File: config.mk
export PLATFORM = sky130hd
export DESIGN_NAME = bcd_updown_counter_flat
export DESIGN_NICKNAME = d
export VERILOG_FILES = /design/src/rtl/bcd_pkg.sv /design/src/rtl/bcd_updown_counter_if.sv /design/src/rtl/bcd_digit.sv /design/src/rtl/bcd_updown_counter.sv /design/src/flat_wrapper.sv
export SDC_FILE = /design/constraint.sdc
export NUM_CORES = 1
export LEC_CHECK = 0
export ABC_AREA = 0
export ABC_CLOCK_PERIOD_IN_PS = 2900
export CORE_AREA = 2 2 57 59
export DETAILED_ROUTE_END_ITERATION = 10
export DIE_AREA = 0 0 59 61
export GPL_TIMING_DRIVEN = 0
export PLACE_DENSITY = 0.48
export SYNTH_ARGS = -nofsm -noshare
export SYNTH_HDL_FRONTEND = slang
export SYNTH_SLANG_ARGS = --single-unit
File: constraint.sdc
create_clock -name clk -period 2.9 [get_ports clk]
set_clock_uncertainty 0.2 [all_clocks]
set_input_delay 0.725 -clock clk [delete_from_list [all_inputs] [get_ports clk]]
set_output_delay 0.725 -clock clk [all_outputs]
set_load 0.02 [all_outputs]
File: src/rtl/bcd_pkg.sv
// Shared types and helpers for the BCD up/down counter.
package bcd_pkg;
  localparam int DIGIT_W = 4;
  localparam logic [3:0] BCD_MAX = 4'd9;

  typedef logic [DIGIT_W-1:0] bcd_digit_t;

  function automatic logic is_bcd(bcd_digit_t d);
    return d <= BCD_MAX;
  endfunction
endpackage

File: src/rtl/bcd_updown_counter_if.sv
// Control and data bundle between the counter and its driver.
interface bcd_updown_counter_if #(parameter int DIGITS = 2);
  logic                  en;
  logic                  up;
  logic                  load;
  logic [4*DIGITS-1:0]   load_val;
  logic [4*DIGITS-1:0]   bcd_out;
  logic                  tc;
  logic                  wrap;
  logic                  load_err;

  modport master (output en, up, load, load_val, input bcd_out, tc, wrap, load_err);
  modport slave  (input en, up, load, load_val, output bcd_out, tc, wrap, load_err);
endinterface

File: src/rtl/bcd_digit.sv
// One BCD digit register: load, or step by +/-1 with 9<->0 roll.
module bcd_digit
  import bcd_pkg::*;
(
  input  logic       clk,
  input  logic       rst,
  input  logic       load,
  input  bcd_digit_t load_d,
  input  logic       step,
  input  logic       up,
  output bcd_digit_t q,
  output logic       is_max,
  output logic       is_min
);
  assign is_max = (q == BCD_MAX);
  assign is_min = (q == 4'd0);

  always_ff @(posedge clk) begin
    if (rst)       q <= '0;
    else if (load) q <= load_d;
    else if (step) begin
      if (up) q <= is_max ? 4'd0 : q + 4'd1;
      else    q <= is_min ? BCD_MAX : q - 4'd1;
    end
  end
endmodule

File: src/rtl/bcd_updown_counter.sv
// Multi-digit BCD up/down counter with validated parallel load.
// Build option: BCD_SATURATE_EN holds at the end of range instead of wrapping.
module bcd_updown_counter
  import bcd_pkg::*;
#(
  parameter int DIGITS = 2
) (
  input  logic                  clk,
  input  logic                  rst,
  bcd_updown_counter_if.slave   bus
);
  logic [DIGITS-1:0][DIGIT_W-1:0] q, ld;
  logic [DIGITS-1:0]              is_max, is_min, step;
  logic [DIGITS:0]                chain;
  logic                           ld_ok, ld_go, cnt_en, at_end;
  logic                           wrap_r, err_r;

  assign ld = bus.load_val;

  always_comb begin
    ld_ok = 1'b1;
    for (int i = 0; i < DIGITS; i++) ld_ok &= is_bcd(ld[i]);
  end

  // chain[i]: every digit below i sits at its terminal value for the current direction
  assign chain[0] = 1'b1;
  assign at_end   = chain[DIGITS];

`ifdef BCD_SATURATE_EN
  assign cnt_en = bus.en & ~bus.load & ~at_end;
`else
  assign cnt_en = bus.en & ~bus.load;
`endif

  assign ld_go = bus.load & ld_ok;

  generate
    for (genvar i = 0; i < DIGITS; i++) begin : g_dig
      assign chain[i+1] = chain[i] & (bus.up ? is_max[i] : is_min[i]);
      assign step[i]    = cnt_en & chain[i];

      bcd_digit u_dig (
        .clk    (clk),
        .rst    (rst),
        .load   (ld_go),
        .load_d (ld[i]),
        .step   (step[i]),
        .up     (bus.up),
        .q      (q[i]),
        .is_max (is_max[i]),
        .is_min (is_min[i])
      );
    end
  endgenerate

  assign bus.tc = bus.en & ~bus.load & at_end;

  always_ff @(posedge clk) begin
    if (rst) begin
      wrap_r <= 1'b0;
      err_r  <= 1'b0;
    end else begin
`ifdef BCD_SATURATE_EN
      wrap_r <= 1'b0;
`else
      wrap_r <= bus.tc;
`endif
      err_r  <= bus.load & ~ld_ok;
    end
  end

  assign bus.bcd_out  = q;
  assign bus.wrap     = wrap_r;
  assign bus.load_err = err_r;
endmodule
File: src/flat_wrapper.sv
// flat-port wrapper written by rule: the top's interface ports become plain ports
module bcd_updown_counter_flat import bcd_pkg::*;
#(
  parameter int DIGITS = 2
)
  (clk, rst, bus_en, bus_up, bus_load, bus_load_val, bus_bcd_out, bus_tc, bus_wrap, bus_load_err);
  bcd_updown_counter_if #(.DIGITS(DIGITS)) bus_i ();
  input  logic clk;
  input  logic rst;
  input wire logic [$bits(bus_i.en)-1:0] bus_en;
  input wire logic [$bits(bus_i.up)-1:0] bus_up;
  input wire logic [$bits(bus_i.load)-1:0] bus_load;
  input wire logic [$bits(bus_i.load_val)-1:0] bus_load_val;
  output wire logic [$bits(bus_i.bcd_out)-1:0] bus_bcd_out;
  output wire logic [$bits(bus_i.tc)-1:0] bus_tc;
  output wire logic [$bits(bus_i.wrap)-1:0] bus_wrap;
  output wire logic [$bits(bus_i.load_err)-1:0] bus_load_err;
  assign bus_i.en = bus_en;
  assign bus_i.up = bus_up;
  assign bus_i.load = bus_load;
  assign bus_i.load_val = bus_load_val;
  assign bus_bcd_out = bus_i.bcd_out;
  assign bus_tc = bus_i.tc;
  assign bus_wrap = bus_i.wrap;
  assign bus_load_err = bus_i.load_err;
  bcd_updown_counter #(.DIGITS(DIGITS)) u_core (.clk(clk), .rst(rst), .bus(bus_i));
endmodule
Yosys cells after proc, flatten, opt, wreduce, memory -nomap -nowiden
Index checks and enable logic that the tools add are counted.
{"block": "totals", "out_inout_bits": 11, "ff_bits": 10, "wordCells": 37, "inputBits": 13}
{"block": "op_classes", "add_sub_neg": 4, "magnitude_cmp": 2, "n_bitwise": 9, "n_eq_ne": 2, "n_reduce_logical": 4, "mux": 12}
{"cell": "two-way mux 4 bit", "count": 10}
{"cell": "adder 4 x 1 -> 4 bit (second input constant)", "count": 2}
{"cell": "equality test 4 bit (second input constant)", "count": 2}
{"cell": "<= comparator 4 bit (second input constant)", "count": 2}
{"cell": "zero test 4 bit", "count": 2}
{"cell": "subtractor 4 x 1 -> 4 bit (second input constant)", "count": 2}
{"cell": "AND 1 bit", "count": 7}
{"cell": "nonzero test 2 bit", "count": 2}
{"cell": "two-way mux 1 bit", "count": 2}
{"cell": "NOT 1 bit", "count": 2}

Logic depth before layout (Yosys ltp)
{"block": "logic_depth", "depth_word": 5, "mapped_depth": 6, "ltp_nobuf": 4}

By module
Synthesis repeated with hierarchy kept, for this count alone.
{"block": "unflattened", "hier_cells": 94, "hier_area_um2": 772.0}
{"module": "bcd_digit", "cells_each": 40, "instances": 2, "area_each_um2": 326.6, "seq_area_each_um2": 80.1}
{"module": "bcd_updown_counter", "cells_each": 14, "instances": 1, "area_each_um2": 118.9, "seq_area_each_um2": 40.0}

Worst setup path before layout
OpenSTA, ideal clock, no wires.
{"block": "synth_timing", "path_kind": "in2out", "start": "input port bus_up", "end": "output port bus_tc", "required_time_ns": 1.975, "n_path_buf": 1, "path_slack_ns": -0.029, "arrival_time_ns": 2.004, "cell_stages": 5, "path_cell_list": "clkbuf_1 or3_4 a21oi_1 nand2_1 a211oi_1"}
{"block": "synth_between", "elab_chain_cells": 3, "elab_cells_between_ends": 4, "cone_classes": "mux (2); bitwise (2)"}
{"item": "start, declared", "line_no": "flat_wrapper.sv:11", "rtl": "input wire logic [$bits(bus_i.up)-1:0] bus_up;"}
{"item": "two-way mux 1 bit", "line_no": "bcd_updown_counter.sv:39", "rtl": "assign chain[i+1] = chain[i] & (bus.up ? is_max[i] : is_min[i]);"}
{"item": "AND 1 bit *", "line_no": "bcd_updown_counter.sv:39"}
{"item": "AND 1 bit *", "line_no": "bcd_updown_counter.sv:56", "rtl": "assign bus.tc = bus.en & ~bus.load & at_end;"}
{"item": "end, declared", "line_no": "flat_wrapper.sv:15", "rtl": "output wire logic [$bits(bus_i.tc)-1:0] bus_tc;"}
Every way passes the cells marked *; elsewhere a longest branch is shown, timed or not.

Worst setup path after layout
Same ends and word-level chain as after synthesis.

==> out/summary.txt <==
Longest Clk Path Bufs - 2
Vias - 845
Worst hold slack after final layout - 0.442 ns
Outcome - finished clean
Number of flops mapped to enable cells by yosys - 0
Worst setup margin - 0.127 ns
Die area - 3600 um^2
Synthesized Nets - 113
Synthesized flop and latch total - 10
Total I/O pin count - 24
Die Y - 61 um
Area growth syn-to-layout - 39.0%
Critical-path cell list - buf_2 -> or3_4 -> a21oi_1 -> nand2_1 -> a211oi_2 -> buf_4
H-tree depth - 1
CTS Hold Bufs - 0
Top FF cell, synth - dfxtp_1
Reg-to-reg endpoint - u_core.g_dig[1].u_dig.q[3]
Hold EP - u_core.bus.wrap
Hold path depth - 2
Slew Viols, Final - 0
Wire length per cell - 13.7 um
I/O Buffers - 21
Count leader, synth - dfxtp_1
Max-Cap Viols - 0
Pre-CTS WS - -0.724 ns
Clk sinks - 10
Min-delay src - u_core.g_dig[1].u_dig.q[3]
Peak VDD IR - 0.117 mV
Commonest cells post-synth - 10 x dfxtp_1, 8 x clkbuf_1, 8 x o21ai_0, 5 x a21oi_1, 5 x nand3_1
Via-to-Cell Ratio - 5.35
CP max stage delay - 0.35 ns
Critical Path RT - 1.98 ns
R2r startpoint - u_core.g_dig[0].u_dig.q[0]
LEAKAGE - 0.000409 uW
Synthesized cell area - 793 um^2
Top delay family on crit path - simple AND/OR/NAND/NOR gates
Tmin final - 2.77 ns
Core Rows - 20
Met1 Use GR - 17.1%
Worst skew pair latency - 0.27 ns
Final setup vio count - 0
Antenna violations before repair - 0
GP Congestion - 0.826
Largest net degree at the start of global routing - 12
CP max FO - 9
Share of the synthesized area in the top cell type - 25.2%
WL final - 2170 um
Synth Area per Inst - 7.93 um^2
Pwr dens - 397 nW/um^2
Global routing's busiest layer - met2
CTS buffer count - 3
DRT iter0 DRCs - 15
Syn. warnings - 0
Post-synthesis cell type count - 39
GR Overflow Total - 0
Crit share post-route - 95.6%
Sequential share of the synthesized area - 25.2%
Final hold vios - 0
Vias in the first global route - 811
GRT Total Usage - 13.4%
Worst reg2reg path depth - 5
Crit path DAT - 1.85 ns
Met3 Usage GRT - 3.62%
Synth Instances - 100
Register Area - 200 um^2
Antenna cells - 0
DRC violations left - 0
Share of cells above drive strength 1 - 16.8%
DRT Pass-1 Iters - 4
Fillers - 329
Endpoint class of the critical path - output pin
Worst rel slew slack - 65.4%
Critical Path Source Type - input port
First-pass GRT wire length - 3660 um
CP bufs+invs - 2
HP Class - reg -> reg
CTS clock-pin slew for the worst setup and hold paths - 0.08 ns
Final ANT Viol Nets - 0
Largest area contributor in the netlist - dfxtp_1
Die W - 59 um
Met2 usage in global routing - 22.2%
Reg2Reg Setup Slack - 0.84 ns
Synth async-reset ratio - 0%
FMAX - 361 MHz
CTS tree - done
Slew @ Worst Pin - 0.519 ns
Final HPWL DP - 1580 um
Largest cells by area after synthesis - dfxtp_1 25%, o21ai_0 5.0%, mux2i_1 3.8%
Critical Path Slowest Stage Cell - or3_4
Net count, final - 139
Clock root buffer - clkbuf_4
Area of the multi-input gates - 553 um^2
Setup CP Type - in -> out
Placeable Area - 2950 um^2
Initial Utilization - 26.9%
RSZ-0062 raised after global routing - no
[where the power goes]
part	total, uW	switching [uW]	internal [uW]
Sequential	157	10.4	147
Clock	131	55.2	76.1
Combinational	149	75.5	73.3
Total	438	141	296
[final cells by class]
class	instances	area share (%)
inverter	2	0.681
clock buffer	4	3.29
timing repair buffer	22	20.0
tap	33	3.75
buffer	9	3.97
multi-input combinational	78	50.2
sequential	10	18.2
[sequential cells by signal, indices dropped and copies added, names as in the netlist]
register              count
u_core.g_dig.u_dig.q      8
u_core.bus.wrap           1
u_core.bus.load_err       1
[worst max-delay path by stage]
stage	end	from	slack [ns]	cells past startpoint
5_1_grt	bus_tc	bus_up	0.01	6
2_1_floorplan	bus_tc	bus_up	0.15	5
3_3_place_gp	bus_tc	bus_load	-0.73	7
6_report	bus_tc	bus_up	0.13	6
4_1_cts	bus_tc	bus_load	0.02	6
3_5_place_dp	bus_tc	bus_load	-0.72	7
[routing by layer]
| layer | vias to the layer above | routed length [um] |
|---|---|---|
| met1 | 399 | 1020 |
| met3 | 0 | 119 |
| met2 | 23 | 1030 |
| li1 | 423 | - |
| met4 | 0 | 0 |
| met5 | - | 0 |
[metrics by stage]
| stage | TNS (ns) | cells | total power, uW | instance area [um^2] | util (%) |
|---|---|---|---|---|---|
| after floorplan | 0 | 100 | 255 | 798 | - |
| after CTS | 0 | 158 | 442 | 1090 | 37.1 |
| after detailed placement | -0.724 | 154 | 307 | 1050 | 35.6 |
| after global placement | -0.726 | 154 | 306 | 1050 | 35.6 |
| after global routing | 0 | 158 | 467 | 1100 | 37.3 |
| final | 0 | 158 | 438 | 1100 | 37.3 |
[placed cells by master, fill, tap and decap left out, types with 3 or more instances in the layout]
master           netlist  routed
a211oi_1               4       3
a21oi_1                5       5
a31oi_1                4       4
and2_1                 3       3
clkbuf_1               8       5
clkbuf_4               0       3
clkdlybuf4s50_1        0      18
dfxtp_1               10      10
mux2i_1                3       3
nand2_1                4       4
nand3_1                5       5
nand3b_1               3       3
nor2_1                 3       3
nor3_1                 3       3
o21ai_0                8       8
xor2_1                 3       3
[what timing repair did]
action / 4_1_cts / 5_1_grt
resized for setup: 7 / 7
setup endpoints to repair: 1 / 1
buffers inserted: 1 / 0
[cell families (layout without fill, tap and decap cells)]
family | after synthesis | after routing | share of synthesized area (%)
muxes | 3 | 3 | 3.79
and+or+nand+nor | 39 | 39 | 29.8
xor gates and xnor gates | 5 | 5 | 5.52
buffers and inverters | 12 | 37 | 6.62
DFF | 10 | 10 | 25.2
AOI/OAI and AO/OA | 31 | 31 | 29.0
[worst reg2reg max path: stages (launching register included)]
cell and delay (ns):
dfxtp_1 0.32, buf_6 0.13, or3_4 0.40, a2111oi_4 0.55
o221ai_1 0.21, a31oi_1 0.17
Note: power is estimated with default switching activity, not from simulation.
